### config.mk
export PLATFORM = sky130hd
export DESIGN_NAME = regfile_wb_arbiter_flat
export DESIGN_NICKNAME = d
export VERILOG_FILES = /design/src/rtl/regfile_wb_arbiter_if.sv /design/src/rtl/regfile_wb_arbiter.sv /design/src/flat_wrapper.sv
export SDC_FILE = /design/constraint.sdc
export NUM_CORES = 1
export LEC_CHECK = 0
export ABC_AREA = 1
export BUFFER_PORTS_ARGS = -buffer_cell sky130_fd_sc_hd__buf_2
export CORE_ASPECT_RATIO = 1.25
export CORE_MARGIN = 2
export CORE_UTILIZATION = 30
export DETAILED_ROUTE_END_ITERATION = 7
export PLACE_DENSITY_LB_ADDON = 0.12
export SKIP_LAST_GASP = 1
export SYNTH_ARGS = -nofsm -noshare
export SYNTH_HDL_FRONTEND = slang
export SYNTH_SLANG_ARGS = --single-unit
### constraint.sdc
create_clock -name clk -period 2.1 [get_ports clk]
set_clock_uncertainty 0.1 [all_clocks]
set_input_delay 0.21 -clock clk [delete_from_list [all_inputs] [get_ports clk]]
set_output_delay 0.21 -clock clk [all_outputs]
set_load 0.02 [all_outputs]
### src/rtl/regfile_wb_arbiter_if.sv
// Writeback bus between the two sources (ALU, LSU) and the regfile write-port arbiter.
// Carries both source request channels and the registered regfile write port.
// The arbiter uses the slave modport; the source side and regfile use the master modport.
interface regfile_wb_arbiter_if #(
    parameter int DATA_W = 32,
    parameter int ADDR_W = 5
);
    // src0 (ALU) request channel
    logic              s0_valid;
    logic              s0_ready;
    logic [ADDR_W-1:0] s0_addr;
    logic [DATA_W-1:0] s0_data;

    // src1 (LSU) request channel
    logic              s1_valid;
    logic              s1_ready;
    logic [ADDR_W-1:0] s1_addr;
    logic [DATA_W-1:0] s1_data;

    // registered regfile write port
    logic              w_enable;
    logic [ADDR_W-1:0] w_addr;
    logic [DATA_W-1:0] w_data;

    modport slave (
        input  s0_valid, s0_addr, s0_data,
        output s0_ready,
        input  s1_valid, s1_addr, s1_data,
        output s1_ready,
        output w_enable, w_addr, w_data
    );

    modport master (
        output s0_valid, s0_addr, s0_data,
        input  s0_ready,
        output s1_valid, s1_addr, s1_data,
        input  s1_ready,
        input  w_enable, w_addr, w_data
    );
endinterface

### src/rtl/regfile_wb_arbiter.sv
// Round-robin arbiter sharing the regfile write port between ALU (src0) and LSU (src1).
// Latency: one cycle from accept edge to w_* presenting the write; regfile commits at the next edge.
// Backpressure: combinational ready grant, at most one per cycle; rdy=0 drops both readies and freezes all state.
// Optional busy-register scoreboard is enabled with the WB_SCOREBOARD_EN macro.
module regfile_wb_arbiter #(
    parameter int DATA_W = 32,
    parameter int ADDR_W = 5
) (
    input  logic                  clk,
    input  logic                  rst,
    input  logic                  rdy,
    regfile_wb_arbiter_if.slave   bus
`ifdef WB_SCOREBOARD_EN
    ,
    input  logic                  iss_valid,
    input  logic [ADDR_W-1:0]     iss_rd,
    input  logic [ADDR_W-1:0]     q1_addr,
    input  logic [ADDR_W-1:0]     q2_addr,
    output logic                  q1_busy,
    output logic                  q2_busy
`endif
);

    // prio: 0 prefers src0, 1 prefers src1 when both are valid
    logic              prio;
    logic              grant0;
    logic              grant1;
    logic              xfer;
    logic [ADDR_W-1:0] sel_addr;
    logic [DATA_W-1:0] sel_data;

    logic              w_enable_q;
    logic [ADDR_W-1:0] w_addr_q;
    logic [DATA_W-1:0] w_data_q;

    // Grant: only while out of reset and globally ready; prio breaks ties
    always_comb begin
        grant0   = 1'b0;
        grant1   = 1'b0;
        if (rst && rdy) begin
            grant0 = bus.s0_valid && (!bus.s1_valid || !prio);
            grant1 = bus.s1_valid && (!bus.s0_valid ||  prio);
        end
        xfer     = grant0 || grant1;
        sel_addr = grant1 ? bus.s1_addr : bus.s0_addr;
        sel_data = grant1 ? bus.s1_data : bus.s0_data;
    end

    assign bus.s0_ready = grant0;
    assign bus.s1_ready = grant1;
    assign bus.w_enable = w_enable_q;
    assign bus.w_addr   = w_addr_q;
    assign bus.w_data   = w_data_q;

    // Register the granted write; writes to x0 are accepted but never enabled
    always_ff @(posedge clk) begin
        if (!rst) begin
            w_enable_q <= 1'b0;
            w_addr_q   <= '0;
            w_data_q   <= '0;
            prio       <= 1'b0;
        end else if (rdy) begin
            w_enable_q <= xfer && (sel_addr != '0);
            if (xfer) begin
                w_addr_q <= sel_addr;
                w_data_q <= sel_data;
                // granted src0 -> prefer src1 next, and vice versa
                prio     <= grant0;
            end
        end
    end

`ifdef WB_SCOREBOARD_EN
    localparam int NREG = 1 << ADDR_W;

    logic [NREG-1:0] busy;
    logic [NREG-1:0] busy_nxt;

    // Next busy vector: clear on committing write, then set on issue so set wins
    always_comb begin
        busy_nxt = busy;
        if (w_enable_q) begin
            busy_nxt[w_addr_q] = 1'b0;
        end
        if (iss_valid && (iss_rd != '0)) begin
            busy_nxt[iss_rd] = 1'b1;
        end
        busy_nxt[0] = 1'b0;
    end

    // Busy vector state; frozen while rdy is low
    always_ff @(posedge clk) begin
        if (!rst) begin
            busy <= '0;
        end else if (rdy) begin
            busy <= busy_nxt;
        end
    end

    // Lookups see the current vector only, no same-cycle bypass
    assign q1_busy = busy[q1_addr];
    assign q2_busy = busy[q2_addr];
`endif

endmodule

### src/flat_wrapper.sv
// flat-port wrapper written by rule: the top's interface ports become plain ports
module regfile_wb_arbiter_flat 
#(
    parameter int DATA_W = 32,
    parameter int ADDR_W = 5
)
  (clk, rst, rdy, bus_s0_valid, bus_s0_addr, bus_s0_data, bus_s0_ready, bus_s1_valid, bus_s1_addr, bus_s1_data, bus_s1_ready, bus_w_enable, bus_w_addr, bus_w_data);
  regfile_wb_arbiter_if #(.DATA_W(DATA_W), .ADDR_W(ADDR_W)) bus_i ();
  input  logic clk;
  input  logic rst;
  input  logic rdy;
  input wire logic [$bits(bus_i.s0_valid)-1:0] bus_s0_valid;
  input wire logic [$bits(bus_i.s0_addr)-1:0] bus_s0_addr;
  input wire logic [$bits(bus_i.s0_data)-1:0] bus_s0_data;
  output wire logic [$bits(bus_i.s0_ready)-1:0] bus_s0_ready;
  input wire logic [$bits(bus_i.s1_valid)-1:0] bus_s1_valid;
  input wire logic [$bits(bus_i.s1_addr)-1:0] bus_s1_addr;
  input wire logic [$bits(bus_i.s1_data)-1:0] bus_s1_data;
  output wire logic [$bits(bus_i.s1_ready)-1:0] bus_s1_ready;
  output wire logic [$bits(bus_i.w_enable)-1:0] bus_w_enable;
  output wire logic [$bits(bus_i.w_addr)-1:0] bus_w_addr;
  output wire logic [$bits(bus_i.w_data)-1:0] bus_w_data;
  assign bus_i.s0_valid = bus_s0_valid;
  assign bus_i.s0_addr = bus_s0_addr;
  assign bus_i.s0_data = bus_s0_data;
  assign bus_s0_ready = bus_i.s0_ready;
  assign bus_i.s1_valid = bus_s1_valid;
  assign bus_i.s1_addr = bus_s1_addr;
  assign bus_i.s1_data = bus_s1_data;
  assign bus_s1_ready = bus_i.s1_ready;
  assign bus_w_enable = bus_i.w_enable;
  assign bus_w_addr = bus_i.w_addr;
  assign bus_w_data = bus_i.w_data;
  regfile_wb_arbiter #(.DATA_W(DATA_W), .ADDR_W(ADDR_W)) u_core (.clk(clk), .rst(rst), .rdy(rdy), .bus(bus_i));
endmodule
# --- Yosys cells after proc, flatten, opt, wreduce, memory -nomap -nowiden ---
# Cells that the tools add are included.
# Widths: inputs -> output; s select.
word_totals:
  out_inout_bits: 40
  regBits: 39
  word_cells: 20
op_classes:
  n_mux: 4
  n_reduce_logical: 12
op_table:
  columns: ["operator", "count"]
  rows:
  - ["$mux 32", 1]
  - ["$mux 5", 1]
  - ["$reduce_bool 5->1", 1]
  - ["$logic_and 1x1->1", 4]
  - ["$logic_not 1->1", 3]
  - ["$logic_or 1x1->1", 3]
  - ["$mux 1", 2]
  - ["$reduce_and 2->1", 1]

# --- Longest topological paths before layout ---
# Gate-level depths: netlist of run 1.
logic_depth:
  depth_word: 7
  mapped_depth: 10
  ltp_nobuf: 8

# --- Worst setup path before layout of run 1 ---
# No wires, ideal clock.
synth_timing:
  path_type: "reg2reg"
  start: "reg u_core.prio"
  end: "reg u_core.w_enable_q (netlist: u_core.bus.w_enable)"
  synth_period_minus_slack_ps: 1531
  t_arrival_ps: 1361
  n_path_buf: 2
  stages_incl_launch_ff: 7
  setup_time_ps: 70
  required_time_ps: 1930
  slack_ps: 569
  path_cell_list: "dfxtp_1 a211oi_2 nor2_2 buf_6 buf_6 o21bai_1 a21oi_1"
synth_via:
  elab_chain_len: 6
synth_rtl:
  columns: ["item", "line", "text"]
  rows:
  - ["start: declaration", "regfile_wb_arbiter.sv:25", "logic prio;"]
  - ["start signal: assignment", "regfile_wb_arbiter.sv:68", "prio <= grant0;"]
  - ["$logic_not 1->1", "regfile_wb_arbiter.sv:41", "grant0 = bus.s0_valid && (!bus.s1_valid || !prio);"]
  - ["$logic_or 1x1->1", "regfile_wb_arbiter.sv:41", null]
  - ["$logic_and 1x1->1", "regfile_wb_arbiter.sv:41", null]
  - ["$mux 1", "regfile_wb_arbiter.sv:40", "if (rst && rdy) begin"]
  - ["net bus_s0_ready", "flat_wrapper.sv:15", "output wire logic [$bits(bus_i.s0_ready)-1:0] bus_s0_ready;"]
  - ["$logic_or 1x1->1", "regfile_wb_arbiter.sv:44", "xfer = grant0 || grant1;"]
  - ["$logic_and 1x1->1", "regfile_wb_arbiter.sv:63", "w_enable_q <= xfer && (sel_addr != '0);"]
  - ["end signal: assignment", "regfile_wb_arbiter.sv:63", null]
  - ["end: declaration", "regfile_wb_arbiter.sv:32", "logic w_enable_q;"]
# The timed path passes the listed nets, and every way through them passes these cells.
# A chain may end at the register's enable or synchronous reset.

# --- Final worst setup path of run 1 ---
layout_timing:
  start: "reg u_core.prio"
  end: "out bus_s1_ready"
layout_via:
  elab_chain_len: 3
layout_rtl:
  columns: ["item", "line", "text"]
  rows:
  - ["$logic_or 1x1->1", "regfile_wb_arbiter.sv:42", "grant1 = bus.s1_valid && (!bus.s0_valid || prio);"]
  - ["$logic_and 1x1->1", "regfile_wb_arbiter.sv:42", null]
  - ["$mux 1", "regfile_wb_arbiter.sv:40", null]
  - ["end: declaration", "flat_wrapper.sv:19", "output wire logic [$bits(bus_i.s1_ready)-1:0] bus_s1_ready;"]
# Every way passes these cells.

==> flow_summary.yaml, run 1 <==
synthesis:
  syn_inst: 267
  synthFlopType: "dfxtp_1"
  synth_top_area_share_pct: 43.5
  synth_area_leaders: "dfxtp_1, nor2_1, a21oi_1"
  yosysTopAreaCell: "dfxtp_1"
  ys_types: 20
  synth.cell_area_um2: 1790
  yosysSeqAreaShare_pct: 43.5
  synthTopCellsByCount: "nor2_1, nand2_1, a21oi_1, dfxtp_1, o21ai_0"
  synth_seq_cells: 39
  synth_area_per_cell_um2: 6.72
  syn-num-nets: 346
  yosys_warnings: 0
  synthArstFlopShare_pct: 0
  synth_edf_count: 0
  yosysMostFrequentCell: "nor2_1"
route:
  avgRoutedWirePerCell_um: 11.3
  drc: 0
  ant_nets: 0
  first_iter_violations: 60
  totalWireLength_um: 5040
  via_per_inst: 4.52
  dr.pass1.iters: 4
  vias: 2010
global_routing:
  met1_usage_pct: 18.3
  grt_pass1_wl_um: 7990
  track_usage_pct: 15.3
  grt_start_max_net_pins: 47
  busiest_layer: "met2"
  gr-total-overflow: 0
  grt_pass1_vias: 1736
  antenna_found_initial: 0
  use_met3_pct: 4.02
  grtUsageMet2_pct: 25.9
timing:
  timing.fmax_mhz: 514
  slew-limit-headroom_pct: 74.8
  setup_ws_ps: 154
  grt_setup_unrepaired: "no"
  tightestPinTransition_ps: 378
  fin_crit_sh_pct: 92.7
  hold_violations: 0
  whs_ps: 104
  slew_viol_final: 0
  final.setup.tns_ps: 0
  final.min_clock_period_ps: 1950
  finalSetupViolCount: 0
placed_design:
  dpl_worst_slack_ps: 261
  placed_cells: 439
  place_congestion: 0.772
  place_area_um2: 2440
  dp.final_hpwl_um: 3640
  portBuffers: 118
clocking:
  holdBufCountCts: 0
  clockRootBuffer: "clkbuf_8"
  clock_latency_ps: 280
  cts.sinks: 39
  ctsResizeCount: 0
  cts.htree.levels: 2
  cts_buffer_depth: 2
  post_cts_buffers: 0
  clk_pin_slew_ps: 70
  cts_tree: "done"
  cts_made_buffers: 5
floorplanning:
  io_pins: 119
  die-height_um: 90.5
  dieWidth_um: 73.2
  core.rowCount: 31
  dieArea_um2: 6620
  core-area_um2: 5780
  start_util_pct: 31.0
power:
  finalPower_mw: 1.57
  p_clk_share_pct: 28.7
  pwr-share-seq_pct: 50.8
  power_density_nw_per_um2: 625
  vdd_drop_max_mv: 0.283
  p_sw_mw: 0.435
  p_int_mw: 1.14
  p_comb_share_pct: 20.6
  power_switching_share_pct: 27.7
  leakage_nw: 1.27
setup_path:
  critPathRequiredTime_ps: 1790
  arrival_ps: 1640
  path_max_fanout: 33
  worstSetupPathType: "reg -> out"
  worstSetupStartpointType: "register"
  cp-end-kind: "primary output"
finish:
  fin_cells: 445
  syn2layout_area_growth_pct: 40.2
  layout-drive-gt1-share_pct: 35.6
  design_area_um2: 2520
  finish.utilization_pct: 43.5
  n_antenna_cell: 0
  final_nets: 459
worst_hold_path:
  hold_class: "in -> reg"
run:
  drv_cap: 0
run_status:
  status: "completed"
cells by family (layout without fill, tap and decap cells):
family	count (synthesis)	in the layout	synth area share, %
DFF	39	39	43.5
AOI/OAI and AO/OA	79	79	22.6
and+or+nand+nor	118	118	26.2
buffers and inverters	31	143	7.74
critical path, cell delays in order (launching register included):
cell     delay (ps)
dfxtp_1         370
inv_1            50
nand2_1         140
nand2_2         210
inv_2           150
buf_8           230
buf_2           210
power groups by stage:
stage / sequential [mW] / combinational, mW / clock, mW
finish: 0.798 / 0.323 / 0.450
global route: 0.803 / 0.363 / 0.497
CTS: 0.798 / 0.327 / 0.476
detailed placement: 0.815 / 0.327 / 0
global placement: 0.815 / 0.325 / 0
floorplan: 0.864 / 0.137 / 0
sequential cells by signal, summed over array words and instances, names as in the netlist:
name / flops
u_core.prio: 1
u_core.bus.w_addr: 5
u_core.bus.w_enable: 1
u_core.bus.w_data: 32
path summary, 6_finish.rpt:
check | slack [ps] | cells past startpoint | startpoint | to
max | 150 | 6 | u_core.prio | bus_s1_ready
min | 100 | 3 | bus_s1_data[13] | u_core.bus.w_data[13]
max reg2reg | 310 | 9 | u_core.prio | u_core.bus.w_addr[4]
min reg2reg | 360 | 2 | u_core.bus.w_data[14] | u_core.bus.w_data[14]
routing by layer:
layer	up-vias	wire length (µm)	part of all wire, %
met5	-	0	0
met4	0	75	1.5
met3	6	293	5.8
met2	56	2490	49
met1	863	2190	43
li1	1085	-	-
area by class of cell:
class	instances	area, µm²
clock buffers	6	72.6
flip-flops and latches	39	781
repair buffers	123	648
multi-input cells	197	880
well taps	66	82.6
inverters	14	52.6
fillers	679	3260
cell usage in the layout (no fill, tap or decap):
cell / n
a211oi_2: 1
a21oi_1: 39
buf_12: 1
buf_2: 118
buf_4: 3
buf_8: 1
clkbuf_1: 1
clkbuf_8: 5
clkinv_1: 1
dfxtp_1: 39
inv_1: 11
inv_2: 2
nand2_1: 44
nand2_2: 2
nand3_1: 3
nand3b_1: 2
nor2_1: 65
nor2_4: 2
o21ai_0: 31
o21ai_1: 7
o21bai_1: 1
(Power assumes the default switching activity.)
==> run 2, diff against run 1 <==
RECOVER_POWER = 25   (was unset)
==> run 2 against run 1 <==
  * Maximum frequency shrank 0.16%
  * Utilization shrank 0.41 points
  * Register-to-register slack is essentially flat
  * Setup slack lost 3.1 ps
  * Largest cell class unchanged
  * Critical path depth is the same
  * Global-route usage is the same
  * Worst hold slack is essentially flat
  * Power shrank 0.24%
  * Final cell count is the same
  * Combinational power shrank 2%
  * Non-clock buffer count is the same
  * First-iteration DRC count grew 6.7%
==> flow_summary.yaml, run 2 (same netlist as run 1, synthesis figures left out) <==
route:
  first_iter_violations: 64
  via_per_inst: 4.49
  vias: 1996
  totalWireLength_um: 5060
  drc: 0
  ant_nets: 0
  dr.pass1.iters: 4
  avgRoutedWirePerCell_um: 11.4
finish:
  n_antenna_cell: 0
  largest_reg_flops: 32
  final_common_cell: "buf_2"
  final_nets: 459
  syn2layout_area_growth_pct: 38.9
  layout-drive-gt1-share_pct: 30.6
  fin_cells: 445
  design_area_um2: 2490
  fillers: 687
  mostFrequentLayoutCells: "buf_2, nor2_1, nand2_1"
clocking:
  cts.sinks: 39
  cts_tree: "done"
  clock_latency_ps: 280
  cts.htree.levels: 2
  clockRootBuffer: "clkbuf_8"
  cts_made_buffers: 5
  holdBufCountCts: 0
  clk_pin_slew_ps: 70
  cts_buffer_depth: 2
placed_design:
  place_congestion: 0.772
  place_area_um2: 2440
  portBuffers: 118
  dpl_worst_slack_ps: 261
  dp.final_hpwl_um: 3640
  placed_cells: 439
setup_path:
  worstSetupPathType: "reg -> out"
  cp-end-kind: "primary output"
  max_stage_delay_ps: 370
  reg2reg_depth: 9
  arrival_ps: 1640
  crit_buf_inv: 4
  critPathRequiredTime_ps: 1790
  worstPathCellList: "inv_1 -> nand2_1 -> nand2_2 -> inv_2 -> buf_8 -> buf_2"
  worst-path-stages: 6
  path_max_fanout: 33
  slowest_stage: "dfxtp_1"
  critPathTopFamily: "buffers and inverters"
  worstSetupStartpointType: "register"
floorplanning:
  dieArea_um2: 6620
  core-area_um2: 5780
  dieWidth_um: 73.2
  io_pins: 119
  start_util_pct: 31.0
  die-height_um: 90.5
  core.rowCount: 31
timing:
  whs_ps: 105
  slew_viol_final: 0
  final.setup.tns_ps: 0
  final.min_clock_period_ps: 1950
  hold_violations: 0
  tightestPinTransition_ps: 381
  slew-limit-headroom_pct: 74.6
  finalSetupViolCount: 0
  fin_crit_sh_pct: 92.8
  timing.fmax_mhz: 513
  setup_ws_ps: 151
  grt_setup_unrepaired: "no"
global_routing:
  grt_start_max_net_pins: 47
  grt_pass1_wl_um: 7990
  antenna_found_initial: 0
  grt_pass1_vias: 1736
  track_usage_pct: 15.3
  gr-total-overflow: 0
run_status:
  status: "completed"
power:
  leakage_nw: 1.19
  vdd_drop_max_mv: 0.283
  power_density_nw_per_um2: 629
run:
  drv_cap: 0
worst_hold_path:
  hold_class: "in -> reg"
  min_path_cells: 3
run 2: per-layer routing:
layer / vias up / part of all wire [%] / track usage, %
li1: 1086 / - / -
met4: 0 / 1.5 / 5.09
met3: 6 / 6.2 / 4.02
met5: - / 0 / 0
met1: 847 / 43 / 18.3
met2: 57 / 49 / 25.9
run 2: power breakdown:
group | total [mW] | switching [mW] | internal (mW)
sequential | 0.799 | 0.0189 | 0.780
combinational | 0.318 | 0.187 | 0.131
clock | 0.451 | 0.230 | 0.221
run 2: path summary, 6_finish.rpt:
kind                         start               endpoint  slack, ps
max                    u_core.prio           bus_s1_ready        150
min                bus_s1_data[13]  u_core.bus.w_data[13]        100
max reg2reg            u_core.prio   u_core.bus.w_addr[4]        310
min reg2reg  u_core.bus.w_data[14]  u_core.bus.w_data[14]        360
run 2: metrics by stage:
stage               total power, mW  utilization (%)
finish                         1.57             43.1
global route                   1.66             43.1
CTS                            1.60             43.4
detailed placement             1.14             42.2
global placement               1.14             42.2
floorplan                      1.00                -
run 2: final cells by class:
type	count	area, µm²	share of cell area [%]
clock buffer	6	72.6	2.91
sequential	39	781	31.3
tap	66	82.6	3.31
inverter	14	52.6	2.11
timing repair buffer	123	624	25.1
multi-input combinational	197	880	35.3
run 2: timing repair:
action / in CTS / in global routing
resized for setup: 0 / 2
setup endpoints to repair: 0 / 1
buffers inserted: 0 / 0
run 2: tightest hold or removal path, cell delays in order:
cell,delay [ps]
buf_2,80
o21ai_1,60
a21oi_1,110
==> run 3, diff against run 2 <==
REMOVE_ABC_BUFFERS = 1   (was unset)
==> run 3 against run 2 <==
  * Register-to-register slack improved by 130 ps
  * Final area barely moved
  * Clock-buffer cell count rose by 1
  * Global-route usage rose by 0.073 points
  * Sequential share of layout area barely moved
  * Maximum frequency rose by 4.3%
  * Largest cell class unchanged
  * Highest routed layer unchanged
==> flow_summary.yaml, run 3 (same netlist as run 1, synthesis figures left out) <==
setup_path:
  worstSetupPathType: "reg -> out"
  reg2reg_from: "u_core.prio"
  crit_path_start: "u_core.prio"
  worstSetupStartpointType: "register"
  cp-end-kind: "primary output"
  arrival_ps: 1560
  path_max_fanout: 33
  critPathRequiredTime_ps: 1790
timing:
  grt_setup_unrepaired: "no"
  hold_violations: 0
  finalSetupViolCount: 0
  whs_ps: 113
  timing.fmax_mhz: 535
  fin_crit_sh_pct: 89.0
  slew_viol_final: 0
  slew-limit-headroom_pct: 75.4
  tightestPinTransition_ps: 368
  final.min_clock_period_ps: 1870
floorplanning:
  dieWidth_um: 73.2
  io_pins: 119
  die-height_um: 90.5
  core.rowCount: 31
  dieArea_um2: 6620
  core-area_um2: 5780
  start_util_pct: 31.0
clocking:
  cts_tree: "done"
  clock_latency_ps: 280
  cts_buffer_depth: 2
  post_cts_buffers: 0
  cts.htree.levels: 2
  holdBufCountCts: 0
  clk_pin_slew_ps: 70
  cts_made_buffers: 5
  cts.sinks: 39
  clockRootBuffer: "clkbuf_8"
  ctsResizeCount: 0
route:
  ant_nets: 0
  drc: 0
  totalWireLength_um: 5100
  dr.pass1.iters: 4
  avgRoutedWirePerCell_um: 11.4
  vias: 2029
  via_per_inst: 4.54
  first_iter_violations: 68
placed_design:
  dp.final_hpwl_um: 3670
  portBuffers: 118
  place_congestion: 0.788
global_routing:
  grt_start_max_net_pins: 40
  grt_pass1_wl_um: 8120
  track_usage_pct: 15.4
  antenna_found_initial: 0
  gr-total-overflow: 0
  grt_pass1_vias: 1785
run_status:
  status: "completed"
finish:
  fillers: 650
  largest_reg_flops: 32
  regArea_um2: 781
  layout-drive-gt1-share_pct: 30.7
  multi_input_area_um2: 880
  n_antenna_cell: 0
  syn2layout_area_growth_pct: 39.0
  final_common_cell: "buf_2"
  mostFrequentLayoutCells: "buf_2, nor2_1, nand2_1"
  final_nets: 459
power:
  finalPower_mw: 1.59
  power_density_nw_per_um2: 640
  leakage_nw: 1.19
  vdd_drop_max_mv: 0.399
run:
  drv_cap: 0
worst_hold_path:
  hold_class: "in -> reg"
  timing.hold.worst.start: "bus_s1_data[26]"
-- run 3: layer usage --
layer / global-route usage (%) / vias to the layer above / wire length, µm
met2: 25.5 / 68 / 2430
li1: - / 1087 / -
met5: 0 / - / 0
met3: 4.58 / 7 / 393
met4: 5.09 / 0 / 81
met1: 18.5 / 867 / 2190
-- run 3: metrics by stage --
step | utilization [%] | setup TNS [ps] | area (µm²) | setup slack (ps) | instances
floorplan | - | -33020 | 1710 | -1050 | 250
global placement | 42.2 | 0 | 2440 | 450 | 439
detailed placement | 42.2 | 0 | 2440 | 405 | 439
CTS | 43.6 | 0 | 2520 | 199 | 447
global route | 43.1 | 0 | 2490 | 80.1 | 447
finish | 43.1 | 0 | 2490 | 231 | 447
-- run 3: final timing paths --
check | slack [ps] | endpoint | cells past startpoint
hold reg to reg | 360 | u_core.bus.w_data[16] | 2
setup reg to reg | 440 | u_core.bus.w_enable | 9
hold / removal | 110 | u_core.bus.w_data[26] | 3
setup / recovery | 230 | bus_s1_ready | 6
-- run 3: area by class of cell --
cell class              instances  area share (%)
multi-input cells             197            35.3
well taps                      66            3.31
inverters                      14            2.11
repair buffers                123            24.7
clock buffers                   7            3.06
clock inverters                 1           0.201
flip-flops and latches         39            31.3
-- run 3: where the power goes --
part	total, mW	switching (mW)	internal, mW	leakage (nW)
sequential	0.799	0.0196	0.780	0.318
clock	0.479	0.246	0.233	0.0422
combinational	0.316	0.186	0.130	0.833
total	1.59	0.452	1.14	1.19
-- run 3: worst max-delay path, cell delays in order, from the launching register on --
cell	delay, ps
dfxtp_1	360
inv_1	50
nand2_1	140
nand2_2	80
inv_2	70
buf_4	320
buf_2	230
